==> src/rtl/spi_pkg.sv <==
// rtl/spi_pkg.sv - shared FSM states, widths and default timing for the SPI master
package spi_pkg;

    localparam int BYTE_W  = 8;
    localparam int CNT_W   = 3;   // bit index within one byte
    localparam int TIMER_W = 8;   // phase/setup/hold counts up to 256 cycles

    localparam int DEF_DIV_HALF = 4;
    localparam int DEF_CS_SETUP = 4;
    localparam int DEF_CS_HOLD  = 4;

    typedef enum logic [2:0] {
        ST_IDLE,
        ST_SETUP,
        ST_LOW,
        ST_HIGH,
        ST_HOLD
    } spi_state_e;

endpackage

==> src/rtl/spi_master_if.sv <==
// rtl/spi_master_if.sv - host handshake and SPI pin bundle for spi_master
// master modport: the spi_master block; slave modport: host logic plus SPI device.
interface spi_master_if;
    import spi_pkg::*;

    logic              start;
    logic [BYTE_W-1:0] tx_data;
    logic              busy;
    logic              done;
    logic [BYTE_W-1:0] rx_data;
    logic              wake_sync;
    logic              spi_cs;
    logic              spi_clk;
    logic              spi_mosi;
    logic              spi_miso;
    logic              spi_wake;

    modport master (
        input  start, tx_data, spi_miso, spi_wake,
        output busy, done, rx_data, wake_sync, spi_cs, spi_clk, spi_mosi
    );

    modport slave (
        output start, tx_data, spi_miso, spi_wake,
        input  busy, done, rx_data, wake_sync, spi_cs, spi_clk, spi_mosi
    );

endinterface

==> src/rtl/spi_phase_timer.sv <==
// rtl/spi_phase_timer.sv - down-counter timing setup, SCLK half-periods and hold
// Ports: clk, notreset (async, active low), load + load_value (count minus one),
// tick (one-cycle pulse on the last cycle of the loaded interval).
module spi_phase_timer
    import spi_pkg::*;
(
    input  logic               clk,
    input  logic               notreset,
    input  logic               load,
    input  logic [TIMER_W-1:0] load_value,
    output logic               tick
);

    logic [TIMER_W-1:0] cnt_q;
    logic               armed_q;

    always_ff @(posedge clk or negedge notreset) begin
        if (!notreset) begin
            cnt_q   <= '0;
            armed_q <= 1'b0;
        end else if (load) begin
            cnt_q   <= load_value;
            armed_q <= 1'b1;
        end else if (armed_q) begin
            if (cnt_q == '0) begin
                armed_q <= 1'b0;
            end else begin
                cnt_q <= cnt_q - TIMER_W'(1);
            end
        end
    end

    // armed_q keeps tick from repeating while the counter sits at zero
    assign tick = armed_q && (cnt_q == '0);

endmodule

==> src/rtl/spi_master.sv <==
// rtl/spi_master.sv - single-byte SPI master, mode 0, active-high chip select
// Ports: clk, notreset (async, active low), bus (spi_master_if.master):
// start/tx_data in, busy/done/rx_data out, wake_sync out, spi_cs/spi_clk/spi_mosi
// out, spi_miso/spi_wake in. Optional: SPI_MASTER_AUTO_READ_EN (wake self-start).
module spi_master
    import spi_pkg::*;
#(
    parameter int DIV_HALF = DEF_DIV_HALF,
    parameter int CS_SETUP = DEF_CS_SETUP,
    parameter int CS_HOLD  = DEF_CS_HOLD
) (
    input  logic         clk,
    input  logic         notreset,
    spi_master_if.master bus
);

    localparam logic [TIMER_W-1:0] SETUP_LOAD = TIMER_W'(CS_SETUP - 1);
    localparam logic [TIMER_W-1:0] HALF_LOAD  = TIMER_W'(DIV_HALF - 1);
    localparam logic [TIMER_W-1:0] HOLD_LOAD  = TIMER_W'(CS_HOLD - 1);
    localparam logic [CNT_W-1:0]   LAST_BIT   = CNT_W'(BYTE_W - 1);

    spi_state_e         state_q, state_d;
    logic [BYTE_W-1:0]  shreg_q;
    logic [CNT_W-1:0]   bit_cnt_q;
    logic [BYTE_W-1:0]  rx_q;
    logic               done_q;
    logic               wake_meta_q, wake_sync_q;
    logic               tick, load;
    logic [TIMER_W-1:0] load_value;
    logic               self_start, accept, hold_end;

`ifdef SPI_MASTER_AUTO_READ_EN
    assign self_start = wake_sync_q && !bus.start;
`else
    assign self_start = 1'b0;
`endif

    // The done cycle is already IDLE but must not accept, so back-to-back
    // requests always see chip select drop between bytes.
    assign accept   = (state_q == ST_IDLE) && !done_q && (bus.start || self_start);
    assign hold_end = (state_q == ST_HOLD) && tick;

    spi_phase_timer u_timer (
        .clk        (clk),
        .notreset   (notreset),
        .load       (load),
        .load_value (load_value),
        .tick       (tick)
    );

    always_ff @(posedge clk or negedge notreset) begin
        if (!notreset) begin
            state_q <= ST_IDLE;
        end else begin
            state_q <= state_d;
        end
    end

    always_comb begin
        state_d    = state_q;
        load       = 1'b0;
        load_value = HALF_LOAD;
        case (state_q)
            ST_IDLE: begin
                if (accept) begin
                    state_d    = ST_SETUP;
                    load       = 1'b1;
                    load_value = SETUP_LOAD;
                end
            end
            ST_SETUP: begin
                if (tick) begin
                    state_d = ST_LOW;
                    load    = 1'b1;
                end
            end
            ST_LOW: begin
                if (tick) begin
                    state_d = ST_HIGH;
                    load    = 1'b1;
                end
            end
            ST_HIGH: begin
                if (tick) begin
                    load = 1'b1;
                    if (bit_cnt_q == LAST_BIT) begin
                        state_d    = ST_HOLD;
                        load_value = HOLD_LOAD;
                    end else begin
                        state_d = ST_LOW;
                    end
                end
            end
            ST_HOLD: begin
                if (tick) begin
                    state_d = ST_IDLE;
                end
            end
            default: state_d = ST_IDLE;
        endcase
    end

    always_ff @(posedge clk or negedge notreset) begin
        if (!notreset) begin
            shreg_q     <= '0;
            bit_cnt_q   <= '0;
            rx_q        <= '0;
            done_q      <= 1'b0;
            wake_meta_q <= 1'b0;
            wake_sync_q <= 1'b0;
        end else begin
            wake_meta_q <= bus.spi_wake;
            wake_sync_q <= wake_meta_q;
            done_q      <= hold_end;
            if (accept) begin
                shreg_q   <= bus.start ? bus.tx_data : '0;
                bit_cnt_q <= '0;
            end else if ((state_q == ST_HIGH) && tick) begin
                // MISO enters the LSB as MOSI leaves the MSB; after the eighth
                // shift the register holds exactly the received byte.
                shreg_q <= {shreg_q[BYTE_W-2:0], bus.spi_miso};
                if (bit_cnt_q != LAST_BIT) begin
                    bit_cnt_q <= bit_cnt_q + CNT_W'(1);
                end
            end
            if (hold_end) begin
                rx_q <= shreg_q;
            end
        end
    end

    assign bus.busy      = (state_q != ST_IDLE);
    assign bus.spi_cs    = (state_q != ST_IDLE);
    assign bus.spi_clk   = (state_q == ST_HIGH);
    assign bus.spi_mosi  = ((state_q == ST_SETUP) || (state_q == ST_LOW) ||
                            (state_q == ST_HIGH)) ? shreg_q[BYTE_W-1] : 1'b0;
    assign bus.done      = done_q;
    assign bus.rx_data   = rx_q;
    assign bus.wake_sync = wake_sync_q;

endmodule

==> src/flat_wrapper.sv <==
// flat-port wrapper written by rule: the top's interface ports become plain ports
module spi_master_flat import spi_pkg::*;
#(
    parameter int DIV_HALF = DEF_DIV_HALF,
    parameter int CS_SETUP = DEF_CS_SETUP,
    parameter int CS_HOLD  = DEF_CS_HOLD
)
  (clk, notreset, bus_start, bus_tx_data, bus_spi_miso, bus_spi_wake, bus_busy, bus_done, bus_rx_data, bus_wake_sync, bus_spi_cs, bus_spi_clk, bus_spi_mosi);
  spi_master_if bus_i ();
  input  logic clk;
  input  logic notreset;
  input wire logic [$bits(bus_i.start)-1:0] bus_start;
  input wire logic [$bits(bus_i.tx_data)-1:0] bus_tx_data;
  input wire logic [$bits(bus_i.spi_miso)-1:0] bus_spi_miso;
  input wire logic [$bits(bus_i.spi_wake)-1:0] bus_spi_wake;
  output wire logic [$bits(bus_i.busy)-1:0] bus_busy;
  output wire logic [$bits(bus_i.done)-1:0] bus_done;
  output wire logic [$bits(bus_i.rx_data)-1:0] bus_rx_data;
  output wire logic [$bits(bus_i.wake_sync)-1:0] bus_wake_sync;
  output wire logic [$bits(bus_i.spi_cs)-1:0] bus_spi_cs;
  output wire logic [$bits(bus_i.spi_clk)-1:0] bus_spi_clk;
  output wire logic [$bits(bus_i.spi_mosi)-1:0] bus_spi_mosi;
  assign bus_i.start = bus_start;
  assign bus_i.tx_data = bus_tx_data;
  assign bus_i.spi_miso = bus_spi_miso;
  assign bus_i.spi_wake = bus_spi_wake;
  assign bus_busy = bus_i.busy;
  assign bus_done = bus_i.done;
  assign bus_rx_data = bus_i.rx_data;
  assign bus_wake_sync = bus_i.wake_sync;
  assign bus_spi_cs = bus_i.spi_cs;
  assign bus_spi_clk = bus_i.spi_clk;
  assign bus_spi_mosi = bus_i.spi_mosi;
  spi_master #(.DIV_HALF(DIV_HALF), .CS_SETUP(CS_SETUP), .CS_HOLD(CS_HOLD)) u_core (.clk(clk), .notreset(notreset), .bus(bus_i));
endmodule
==> config.mk <==
export PLATFORM = sky130hd
export DESIGN_NAME = spi_master_flat
export DESIGN_NICKNAME = d
export VERILOG_FILES = /design/src/rtl/spi_pkg.sv /design/src/rtl/spi_master_if.sv /design/src/rtl/spi_phase_timer.sv /design/src/rtl/spi_master.sv /design/src/flat_wrapper.sv
export SDC_FILE = /design/constraint.sdc
export NUM_CORES = 1
export LEC_CHECK = 0
export BUFFER_PORTS_ARGS = -buffer_cell sky130_fd_sc_hd__clkbuf_2
export CORE_ASPECT_RATIO = 0.9
export CORE_MARGIN = 2
export CORE_UTILIZATION = 30
export DETAILED_ROUTE_END_ITERATION = 6
export GPL_TIMING_DRIVEN = 0
export PLACE_DENSITY_LB_ADDON = 0.15
export SLEW_MARGIN = 20
export SYNTH_ARGS = -nofsm -noshare
export SYNTH_HDL_FRONTEND = slang
export SYNTH_SLANG_ARGS = --single-unit
==> constraint.sdc <==
create_clock -name clk -period 2.3 [get_ports clk]
set_clock_uncertainty 0.15 [all_clocks]
set_input_delay 0.23 -clock clk [delete_from_list [all_inputs] [get_ports clk]]
set_output_delay 0.23 -clock clk [all_outputs]
set_load 0.02 [all_outputs]
-- Word-level counts from Yosys, hierarchy flattened
Cells that the tools add are included.
- flip-flop bits (word level): 34
- input port bits: 13
- output and inout bits: 14
- word-level logic and storage cells: 64
- $add $sub $neg: 2
- equality and inequality tests: 12
- mux-type cells: 23
- reduce and logical (&&, ||, !) cells: 18
- operator list (kind ; count):
    8-bit two-way mux ; 6
    3-bit two-way mux ; 9
    3-bit case mux with 5 select lines ; 1
    2-bit by 1-bit inequality test with 1-bit output, second input constant ; 6
    8-bit zero test ; 1
    8-bit by 1-bit subtractor with 8-bit output, second input constant ; 1
    3-bit by 2-bit equality test with 1-bit output, second input constant ; 2
    3-bit equality test, second input constant ; 2
    1-bit two-way mux ; 6
    2-bit nonzero test ; 3
    1-bit logical AND ; 5
    5-bit AND reduction ; 1
    2-bit AND reduction ; 2
    3-bit by 1-bit adder with 3-bit output, second input constant ; 1
    3-bit by 1-bit equality test with 1-bit output, second input constant ; 1
    3-bit zero test ; 1
    3-bit inequality test, second input constant ; 1
    3-bit nonzero test ; 1
    3-bit OR reduction ; 1
    1-bit logical OR ; 2
    1-bit case mux with 2 select lines ; 1
    1-bit zero test ; 1

-- Longest topological paths before layout
Gate-level depths: netlist (run 1).
- word-level depth: 7
- mapped depth: 7
- gate-level depth less buffers: 6

-- Hierarchy
From an unflattened synthesis (run 1), not the netlist that was laid out.
- cell total of the unflattened synthesis: 146
- area total of the unflattened synthesis: 1754.2 um2
- modules (own cells, without submodules) (module ; times used ; cells an instance ; area an instance (um2) ; sequential area each (um2)):
    spi_master ; 1 ; 87 ; 1194.9 ; 625.6
    spi_phase_timer ; 1 ; 59 ; 559.3 ; 225.2

-- Worst setup path after synthesis (run 1)
Ideal clock, no wire load.
- kind: reg2reg
- start point: reg u_core.state_q[0]
- end point: reg u_core.shreg_q[0]
- setup time: 0.125 ns
- data arrival time: 2.053 ns
- required time: 2.025 ns
- setup slack: -0.028 ns
- stages on the path, launching flop included: 7
- buffers on the path: 2
- path through: dfrtp_1 -> or3_4 -> or3b_1 -> buf_6 -> buf_8 -> mux2_4 -> mux2_2
- longest elaborated chain between the ends: 4
- elaborated cells between the ends (all ways): 7
- ends and longest elaborated chain (element ; RTL line ; text):
    start, declared ; spi_master.sv:22 ; spi_state_e state_q, state_d;
    start signal, assigned ; spi_master.sv:55 ; state_q <= state_d;
    3-bit zero test ; spi_master.sv:40 ; assign accept = (state_q == ST_IDLE) && !done_q && (bus.start || self_start);
    1-bit logical AND (2 in series) ; spi_master.sv:40 ;
    8-bit two-way mux / 2-bit nonzero test (equally long branches) ; n/a ;
    end signal, assigned ; spi_master.sv:116 ; shreg_q <= bus.start ? bus.tx_data : '0;
    end signal, assigned ; spi_master.sv:121 ; shreg_q <= {shreg_q[BYTE_W-2:0], bus.spi_miso};
    end, declared ; spi_master.sv:23 ; logic [BYTE_W-1:0] shreg_q;
Parallel ways exist; a longest one is shown, timed or not.
A chain may end at the register's enable or synchronous reset.

-- Worst setup path in the final report (run 1)
- start point: reg u_core.state_q[2]
- end point: reg u_core.shreg_q[3]
Same word-level chain as after synthesis.

==> results of run 1 <==
-- cells in the final DEF, fill, tap and decap left out, types with 3 or more instances in the layout --
master	netlist	final
nand3_1	3	3
clkbuf_8	0	6
buf_4	1	7
inv_1	4	4
nor2_1	13	12
dfrtp_2	0	3
ha_1	4	4
mux2_2	19	19
xnor2_1	4	4
mux2_4	5	5
o21ai_0	6	6
nor3_1	3	3
nand2_1	5	5
dfrtp_1	34	31
a21oi_1	4	4
clkbuf_2	0	26
-- worst min-delay path, cell delays in order --
cell and delay, ps:
clkbuf_2 70, mux2_4 120, mux2_2 130
-- through the flow --
stage / instance area [µm²] / utilization / hold WS (ps)
2_1_floorplan: 1660 / - / -216
3_3_place_gp: 1870 / 0.354 / 191
3_5_place_dp: 1870 / 0.354 / 190
4_1_cts: 2020 / 0.382 / 146
5_1_grt: 2040 / 0.386 / 148
6_report: 2040 / 0.386 / 153
-- repair_timing --
item / in CTS / in global routing
setup endpoints to repair: 25 / 21
resized for setup: 5 / 3
hold endpoints to repair: 35 / 0
cloned: 0 / 1
pin swaps: 2 / 3
buffers inserted: 4 / 2
hold buffers: 2 / 0
-- power breakdown --
group	switching [µW]	internal [µW]	total, µW
combinational	411	421	832
sequential	126	762	888
clock	214	240	454
-- worst paths after layout --
check	start	to	slack (ps)	cells after the start
max	u_core.state_q[2]	u_core.shreg_q[3]	80	5
min	bus_tx_data[1]	u_core.shreg_q[1]	150	3
max reg2reg	u_core.state_q[2]	u_core.shreg_q[3]	80	5
min reg2reg	u_core.wake_meta_q	u_core.bus.wake_sync	200	0
max in group asynchronous	notreset	u_core.state_q[1]	980	2
min in group asynchronous	notreset	u_core.u_timer.cnt_q[5]	430	2
-- layout make-up --
cell class	instances	area, µm²
inverter	4	15.0
buffer	2	22.5
clock buffer	6	82.6
timing repair buffer	34	195
multi-input combinational	92	774
clock inverter	2	12.5
fill	515	3250
sequential	34	855
tap	67	83.8
-- kinds of logic (layout without fill, tap and decap cells) --
family | count (synthesis) | in the layout | synth area share
AO/OA/AOI/OAI | 16 | 16 | 0.0611
XOR/XNOR | 4 | 4 | 0.0211
adder cells (fa/ha/maj) | 4 | 4 | 0.0302
buffers and inverters | 10 | 48 | 0.0370
flip-flops | 34 | 34 | 0.513
multiplexers | 26 | 26 | 0.186
AND/OR/NAND/NOR | 41 | 42 | 0.151
-- metal layers --
layer  vias up  global-route usage
li1        561                   -
met1       554               0.152
met2        23               0.169
met3         5              0.0376
met4         0              0.0500
met5         -                   0
-- state kept, by name, summed over array words and instances (netlist names) --
name / cells
u_core.u_timer.cnt_q: 8
u_core.shreg_q: 8
u_core.wake_meta_q: 1
u_core.bus.wake_sync: 1
u_core.bit_cnt_q: 3
u_core.bus.done: 1
u_core.u_timer.armed_q: 1
u_core.state_q: 3
u_core.bus.rx_data: 8
==> results.py, run 1 <==
metrics = {
    "outcome": {
        "status": "complete, no violations",
    },
    "worst_setup_path": {
        "critPathSlowestCell": "or3b_4",
        "arrival_ps": 2240,
        "path_class": "reg -> reg",
        "cpPeakStageDelay_ps": 440,
        "path_cells": "or3_4 > or3b_4 > buf_8 > mux2_4 > mux2_2",
        "critical_path_buf_inv_count": 1,
        "start_kind": "register",
        "crit_path_end_kind": "register",
        "crit_required_ps": 2320,
        "critical_path.top_delay_family": "simple AND/OR/NAND/NOR gates",
        "path_max_fanout": 10,
    },
    "synthesis": {
        "yosysMostFrequentCell": "dfrtp_1",
        "synth_nets": 152,
        "ys_types": 37,
        "ys_ff_latch": 34,
        "yosysSeqAreaShare": 0.513,
        "netlist_area_mm2": 0.00166,
        "synth.area.top_cells": "dfrtp_1 (51%), mux2_2 (13%), mux2_4 (4.5%), ha_1 (3.0%), nor2_1 (2.9%)",
        "yosysWarnings": 0,
        "synth-main-ff-cell": "dfrtp_1",
        "synth_common_cells": "dfrtp_1 (34), mux2_2 (19), nor2_1 (13)",
        "synthCells": 135,
        "synth-async-reset-ratio": 1.00,
        "syn_avg_cell_area_um2": 12.3,
        "synth.largest_area_cell": "dfrtp_1",
        "synth_top_area_frac": 0.513,
        "synth_edf_count": 0,
    },
    "clock_tree": {
        "clock_sinks": 34,
        "cts_tree": "yes",
        "clk_pin_slew_worst_paths_ps": 70,
        "cts_max_level": 2,
        "clockRootBuffer": "clkbuf_8",
        "cts-buffers-inserted": 5,
        "cts_buffer_depth": 2,
        "clk_latency_ps": 280,
    },
    "cells_and_area": {
        "syn2layout_area_growth_pct": 23.1,
        "final_cells": 241,
        "final_nets": 190,
        "antenna-diode-count": 0,
        "drive_gt1_frac": 0.466,
    },
    "detailed_routing": {
        "drc": 0,
        "drt-initial-drc-count": 26,
        "firstDrtPassIters": 4,
        "drt-wirelength-per-cell_um": 13.2,
        "ant_nets": 0,
        "viasPerCell": 4.74,
        "dr_wl_met3_um": 143,
        "maxUsedRoutingLayer": "met4",
        "met1_length_um": 1620,
        "wl_um": 3190,
        "dr_wl_met2_um": 1380,
        "vias": 1143,
    },
    "global_route": {
        "track_usage": 0.114,
        "gr-total-overflow": 0,
        "grt_pass1_vias": 1143,
        "grt_max_degree": 35,
        "antenna_found_initial": 0,
        "grt_pass1_wl_um": 5180,
    },
    "place": {
        "pre_cts_ws_ps": -116,
        "portBuffers": 26,
        "dp.cells": 228,
        "dpl.hpwl_um": 2140,
        "place.gp.congestion": 0.777,
    },
    "timing": {
        "tightest_slew_ps": 850,
        "rsz0062_at_grt": "false",
        "maxSlewHeadroom": 0.433,
        "tns_ps": 0,
        "slew_viol_final": 0,
        "worst_slack_ps": 80.8,
        "setup_viol": 0,
        "fmax_mhz": 451,
        "hold_viol": 0,
        "fin_crit_sh": 0.965,
        "period_needed_ps": 2220,
    },
    "floorplan": {
        "io_pins": 27,
        "dieArea_mm2": 0.00614,
        "die_h_um": 74.5,
        "start_util": 0.314,
        "fp.coreArea_mm2": 0.00529,
        "rows": 25,
        "die_w_um": 82.4,
    },
    "min_path": {
        "min_path_type": "in -> reg",
    },
    "run": {
        "drv_cap": 0,
    },
    "power": {
        "p_total_uw": 2170,
        "p_leak_uw": 0.000997,
        "ir_drop_uv": 463,
        "p_per_area_mw_per_mm2": 1070,
    },
}
Power figures use the tool's default switching activity.
==> run 2: changes to the inputs <==
Clock period 2.3 ns to 2 ns, I/O delays scaled along.
==> run 2 against run 1 <==
The flow now finishes with violations (negative setup slack). Final cell count grew 6.6%. First-iteration DRC count up 120%. Final area grew 12%. Via count rose by 7.4%. Combinational power grew 56%. Utilization is 4.5 points higher. Critical path type unchanged. Critical endpoint is now u_core.shreg_q[2].
==> results.py, run 2 (synthesized netlist as in run 1, its figures left out) <==
metrics = {
    "outcome": {
        "status": "finished, violations left",
        "violations": "negative setup slack",
    },
    "clock_tree": {
        "clock_sinks": 34,
        "cts_max_level": 2,
        "cts_buffer_depth": 2,
        "cts-buffers-inserted": 5,
        "clk_pin_slew_worst_paths_ps": 70,
        "cts_tree": "yes",
        "clockRootBuffer": "clkbuf_8",
        "clk_latency_ps": 290,
    },
    "power": {
        "p_leak_uw": 0.00111,
        "p_per_area_mw_per_mm2": 1260,
        "ir_drop_uv": 490,
    },
    "floorplan": {
        "dieArea_mm2": 0.00614,
        "io_pins": 27,
        "die_w_um": 82.4,
        "start_util": 0.314,
        "fp.coreArea_mm2": 0.00529,
        "rows": 25,
        "die_h_um": 74.5,
    },
    "worst_setup_path": {
        "crit_path_end_kind": "register",
        "cpPeakStageDelay_ps": 410,
        "path_cells": "or3_4 > or3b_4 > buf_8 > mux2_4 > mux2_2",
        "start_kind": "register",
        "critical_path.top_delay_family": "simple AND/OR/NAND/NOR gates",
        "arrival_ps": 2190,
        "path_max_fanout": 6,
        "critical_path_buf_inv_count": 1,
        "critPathSlowestCell": "dfrtp_2",
        "path_class": "reg -> reg",
        "crit_required_ps": 2030,
    },
    "timing": {
        "maxSlewHeadroom": 0.407,
        "slew_viol_final": 0,
        "hold_ws_ps": 114,
        "fmax_mhz": 463,
        "hold_viol": 0,
        "rsz0062_at_grt": "true",
        "worst_slack_ps": -159,
        "tightest_slew_ps": 890,
        "period_needed_ps": 2160,
        "setup_viol": 19,
        "fin_crit_sh": 1.08,
    },
    "global_route": {
        "grt_pass1_vias": 1219,
        "grt_max_degree": 35,
        "globalRouteMet2Util": 0.205,
        "grt_use_met1": 0.194,
        "gr-total-overflow": 0,
        "antenna_found_initial": 0,
        "grtUsageMet3": 0.0376,
        "top_usage_layer": "met2",
        "grt_pass1_wl_um": 6210,
        "track_usage": 0.141,
    },
    "cells_and_area": {
        "final_cells": 257,
        "syn2layout_area_growth_pct": 37.4,
        "drive_gt1_frac": 0.568,
        "final_common_cell": "dfrtp_1",
        "design_area_mm2": 0.00228,
        "antenna-diode-count": 0,
        "fill_cells": 501,
        "final_cell_mix": "dfrtp_1 (31), clkbuf_2 (26), buf_4 (16)",
        "final_nets": 206,
    },
    "detailed_routing": {
        "drt-wirelength-per-cell_um": 15.1,
        "drt-initial-drc-count": 57,
        "ant_nets": 0,
        "drc": 0,
        "wl_um": 3880,
        "firstDrtPassIters": 4,
        "vias": 1228,
        "viasPerCell": 4.78,
    },
    "place": {
        "place.gp.congestion": 0.767,
        "portBuffers": 26,
        "dpl.hpwl_um": 2230,
        "dpl_cell_area_mm2": 0.00188,
        "dp.cells": 228,
    },
    "run": {
        "drv_cap": 0,
    },
    "min_path": {
        "min_path_type": "in -> reg",
    },
}
## run 2: cell types whose count changed in the layout (fill, tap and decap cells not counted), sizes merged
cell,before,now
buf,8,24
## run 2: worst register-to-register path: cells and delay by family (launching register included)
kind / cells / cell delay [ps]
multiplexers: 2 / 550
AND/OR/NAND/NOR: 2 / 790
flip-flops: 1 / 410
buffers and inverters: 1 / 150
## run 2: power breakdown
group	leakage (µW)	internal (µW)	switching, µW
Combinational	0.000627	688	615
Clock	0.0000472	277	266
Sequential	0.000435	876	149
Total	0.00111	1840	1030
## run 2: area by class of cell
cell class,count,area (µm²),share of cell area
Inverter,4,15.0,0.00659
Multi-Input combinational cell,92,866,0.380
Buffer,3,33.8,0.0148
Sequential cell,34,855,0.375
Tap cell,67,83.8,0.0368
Clock buffer,6,82.6,0.0362
Timing Repair Buffer,49,330,0.145
Clock inverter,2,12.5,0.00549
## run 2: final timing paths
kind,slack (ps),endpoint,from,depth (start not counted)
max,-160,u_core.shreg_q[2],u_core.state_q[2],5
min,110,u_core.shreg_q[1],bus_tx_data[1],3
max reg2reg,-160,u_core.shreg_q[2],u_core.state_q[2],5
min reg2reg,210,u_core.bus.wake_sync,u_core.wake_meta_q,0
max in group asynchronous,680,u_core.state_q[2],notreset,2
min in group asynchronous,410,u_core.wake_meta_q,notreset,2
## run 2: repair_timing
action                                  CTS  global route
pin swaps                                 8             6
gates resized for setup                  19            19
buffers inserted                         17             4
hold endpoints to repair                 35             0
endpoints found under the setup margin   31            32
hold buffers                              2             0
cloned                                    1             0
## run 2: per-layer routing
| metal | vias to the layer above | wire length, µm |
|---|---|---|
| li1 | 585 | - |
| met1 | 613 | 1880 |
| met2 | 22 | 1770 |
| met3 | 8 | 151 |
| met4 | 0 | 75 |
| met5 | - | 0 |
## run 2: metrics by stage
stage,util,setup TNS [ps],power [µW],setup slack (ps)
after floorplan,-,-3390,1750,-328
after global routing,0.431,-3820,3080,-205
final,0.431,-1940,2870,-159
after detailed placement,0.356,-8210,1960,-409
after CTS,0.412,-1980,2770,-167
after global placement,0.356,-7700,1930,-381
==> run 3: changes to the inputs <==
Settings changed: SYNTH_HIERARCHICAL from default to 1.
==> run 3 against run 2 <==
The run still ends with negative setup slack left. Maximum frequency up 5.5%. Largest power group unchanged. Clock power is 42% higher. Setup slack improved by 110 ps. Critical path depth increased by 3. Final area up 8.0%. Sequential power increased by 9%. Hold slack worse by 99 ps. Final cell count increased by 9.3%.
==> results.py, run 3 <==
metrics = {
    "power": {
        "p_comb_frac": 0.376,
        "p_per_area_mw_per_mm2": 1230,
        "ir_drop_uv": 566,
        "power_frac_seq": 0.370,
        "p_sw_uw": 1020,
        "switching_share": 0.337,
        "p_leak_uw": 0.00113,
        "internal-power_uw": 2010,
        "p_clk_frac": 0.254,
        "p_total_uw": 3040,
    },
    "floorplan": {
        "die_h_um": 76.5,
        "rows": 26,
        "start_util": 0.310,
        "dieArea_mm2": 0.00648,
        "io_pins": 27,
        "fp.coreArea_mm2": 0.00566,
        "die_w_um": 84.6,
    },
    "synthesis": {
        "syn_avg_cell_area_um2": 12.0,
        "netlist_area_mm2": 0.00175,
        "synth_compound_area_frac": 0.185,
        "synthCells": 146,
        "yosysMostFrequentCell": "dfrtp_1",
        "ys_ff_latch": 34,
        "synthXorXnorAreaFrac": 0,
        "synth.largest_area_cell": "dfrtp_1",
        "synth_top_family_by_area": "compound AO/OA/AOI/OAI gates",
        "synth_adder_area_share": 0.0285,
        "synth_common_cells": "dfrtp_1 (34), and2_1 (9), mux2_4 (9)",
        "synth-async-reset-ratio": 1.00,
        "synth_top_area_frac": 0.485,
        "yosysSeqAreaShare": 0.485,
        "yosysWarnings": 6,
        "yosys.area_share.simple": 0.165,
        "synth_edf_count": 0,
        "synth.area.top_cells": "dfrtp_1 (49%), mux2_4 (7.7%), a221o_1 (4.6%), and2_1 (3.2%), ha_1 (2.9%)",
        "ys_types": 50,
        "synth-main-ff-cell": "dfrtp_1",
        "synth_mux_area_frac": 0.0770,
    },
    "cells_and_area": {
        "syn2layout_area_growth_pct": 40.2,
        "final_util": 0.435,
        "drive_gt1_frac": 0.474,
        "final_cell_mix": "dfrtp_1 (30), clkbuf_2 (26), buf_4 (17)",
        "design_area_mm2": 0.00246,
        "antenna-diode-count": 0,
        "final_common_cell": "dfrtp_1",
        "final_nets": 227,
    },
    "global_route": {
        "grt_pass1_wl_um": 6760,
        "grt_max_degree": 35,
        "antenna_found_initial": 0,
        "track_usage": 0.132,
        "gr-total-overflow": 0,
        "grt_pass1_vias": 1326,
    },
    "clock_tree": {
        "cts_buffer_depth": 2,
        "cts_max_level": 2,
        "clk_pin_slew_worst_paths_ps": 80,
        "clockRootBuffer": "clkbuf_8",
        "clk_latency_ps": 290,
        "cts-buffers-inserted": 5,
        "clock_sinks": 34,
        "cts_tree": "yes",
    },
    "timing": {
        "maxSlewHeadroom": 0.404,
        "worst_slack_ps": -46.0,
        "hold_ws_ps": 15.7,
        "setup_viol": 2,
        "hold_viol": 0,
        "tightest_slew_ps": 893,
        "slew_viol_final": 0,
        "fmax_mhz": 489,
        "fin_crit_sh": 1.02,
        "rsz0062_at_grt": "true",
        "period_needed_ps": 2050,
    },
    "detailed_routing": {
        "ant_nets": 0,
        "drc": 0,
        "viasPerCell": 4.88,
        "wl_um": 4270,
        "drt-wirelength-per-cell_um": 15.2,
        "drt-initial-drc-count": 77,
        "firstDrtPassIters": 4,
        "vias": 1372,
    },
    "place": {
        "dpl_cell_area_mm2": 0.00203,
        "place.gp.congestion": 0.739,
        "portBuffers": 26,
        "pre_cts_ws_ps": -412,
        "dpl.hpwl_um": 2590,
    },
    "run": {
        "drv_cap": 0,
    },
    "worst_setup_path": {
        "cpPeakStageDelay_ps": 400,
        "path_max_fanout": 5,
        "r2r-end": "u_core/bit_cnt_q[0]",
        "critPathSlowestCell": "dfrtp_1",
        "reg2reg_from": "u_core/u_timer/cnt_q[1]",
        "crit_required_ps": 2030,
        "cp_num_cells": 8,
        "path_cells": "inv_2 > ha_4 > nor3b_4 > and3_4 > and4b_4 > buf_6 > a22oi_4 > mux2_4",
        "rrSetupSlack_ps": -50,
        "arrival_ps": 2080,
        "path_class": "reg -> reg",
        "critical_path.top_delay_family": "simple AND/OR/NAND/NOR gates",
        "crit_end": "u_core/bit_cnt_q[0]",
        "start_kind": "register",
        "critical_path_buf_inv_count": 2,
        "r2r_cells": 8,
        "critPathLaunch": "u_core/u_timer/cnt_q[1]",
        "crit_path_end_kind": "register",
    },
    "min_path": {
        "min_path_type": "in -> reg",
        "hp-start": "bus_tx_data[3]",
    },
    "outcome": {
        "status": "finished, violations left",
        "violations": "negative setup slack",
    },
}
[run 3: metal layers]
metal,global-route usage,up-vias,routed length (µm),share of wire
met2,0.209,27,2050,0.48
met1,0.174,677,2030,0.48
li1,-,664,-,-
met5,0,-,0,0
met3,0.0390,4,139,0.033
met4,0.0429,0,47,0.011
[run 3: metrics by stage]
step	instances	setup TNS (ps)
after floorplan	152	-137
after global placement	248	-6720
after detailed placement	248	-8800
after CTS	273	0
after global routing	281	-1040
final	281	-46.7
[run 3: cell families after synthesis]
logic type,after synthesis
buffers and inverters,16
AOI/OAI and AO/OA,38
other,2
muxes,9
DFF,34
and+or+nand+nor,43
adders and majority gates,4
[run 3: area by class of cell]
cell class	instances	area (µm²)
inverters	8	30.0
flip-flops and latches	34	856
clock buffers	5	68.8
well taps	70	87.6
clock inverters	3	68.8
plain buffers	8	86.3
multi-input cells	102	923
fillers	523	3200
repair buffers	51	339
[run 3: worst reg2reg max path, cell delays in order, from the launching register on]
cell and delay, ps:
dfrtp_1 400, inv_2 90, ha_4 140, nor3b_4 180, and3_4 240, and4b_4 280
buf_6 140, a22oi_4 50, mux2_4 270
[run 3: worst min-delay path by stage]
stage	endpoint	slack, ps	depth (start not counted)
global route	u_core/shreg_q[3]	7	2
CTS	u_core/shreg_q[3]	7	2
finish	u_core/shreg_q[3]	20	2
global placement	u_core/wake_meta_q	160	1
floorplan	u_core/bit_cnt_q[0]	-250	0
detailed placement	u_core/wake_meta_q	160	1
[run 3: timing repair]
action,in CTS,in global routing
pin swaps,4,10
gates resized for setup,8,17
hold buffers,8,0
endpoints found under the hold margin,41,0
endpoints found under the setup margin,28,27
cloned,1,0
buffers inserted,8,9
[run 3: power groups by stage]
stage               Combinational, µW  Sequential (µW)  Clock (µW)
floorplan                         623             1050           0
global route                     1250             1150         829
finish                           1140             1120         771
global placement                  760             1100           0
detailed placement                801             1110           0
CTS                               939             1100         802
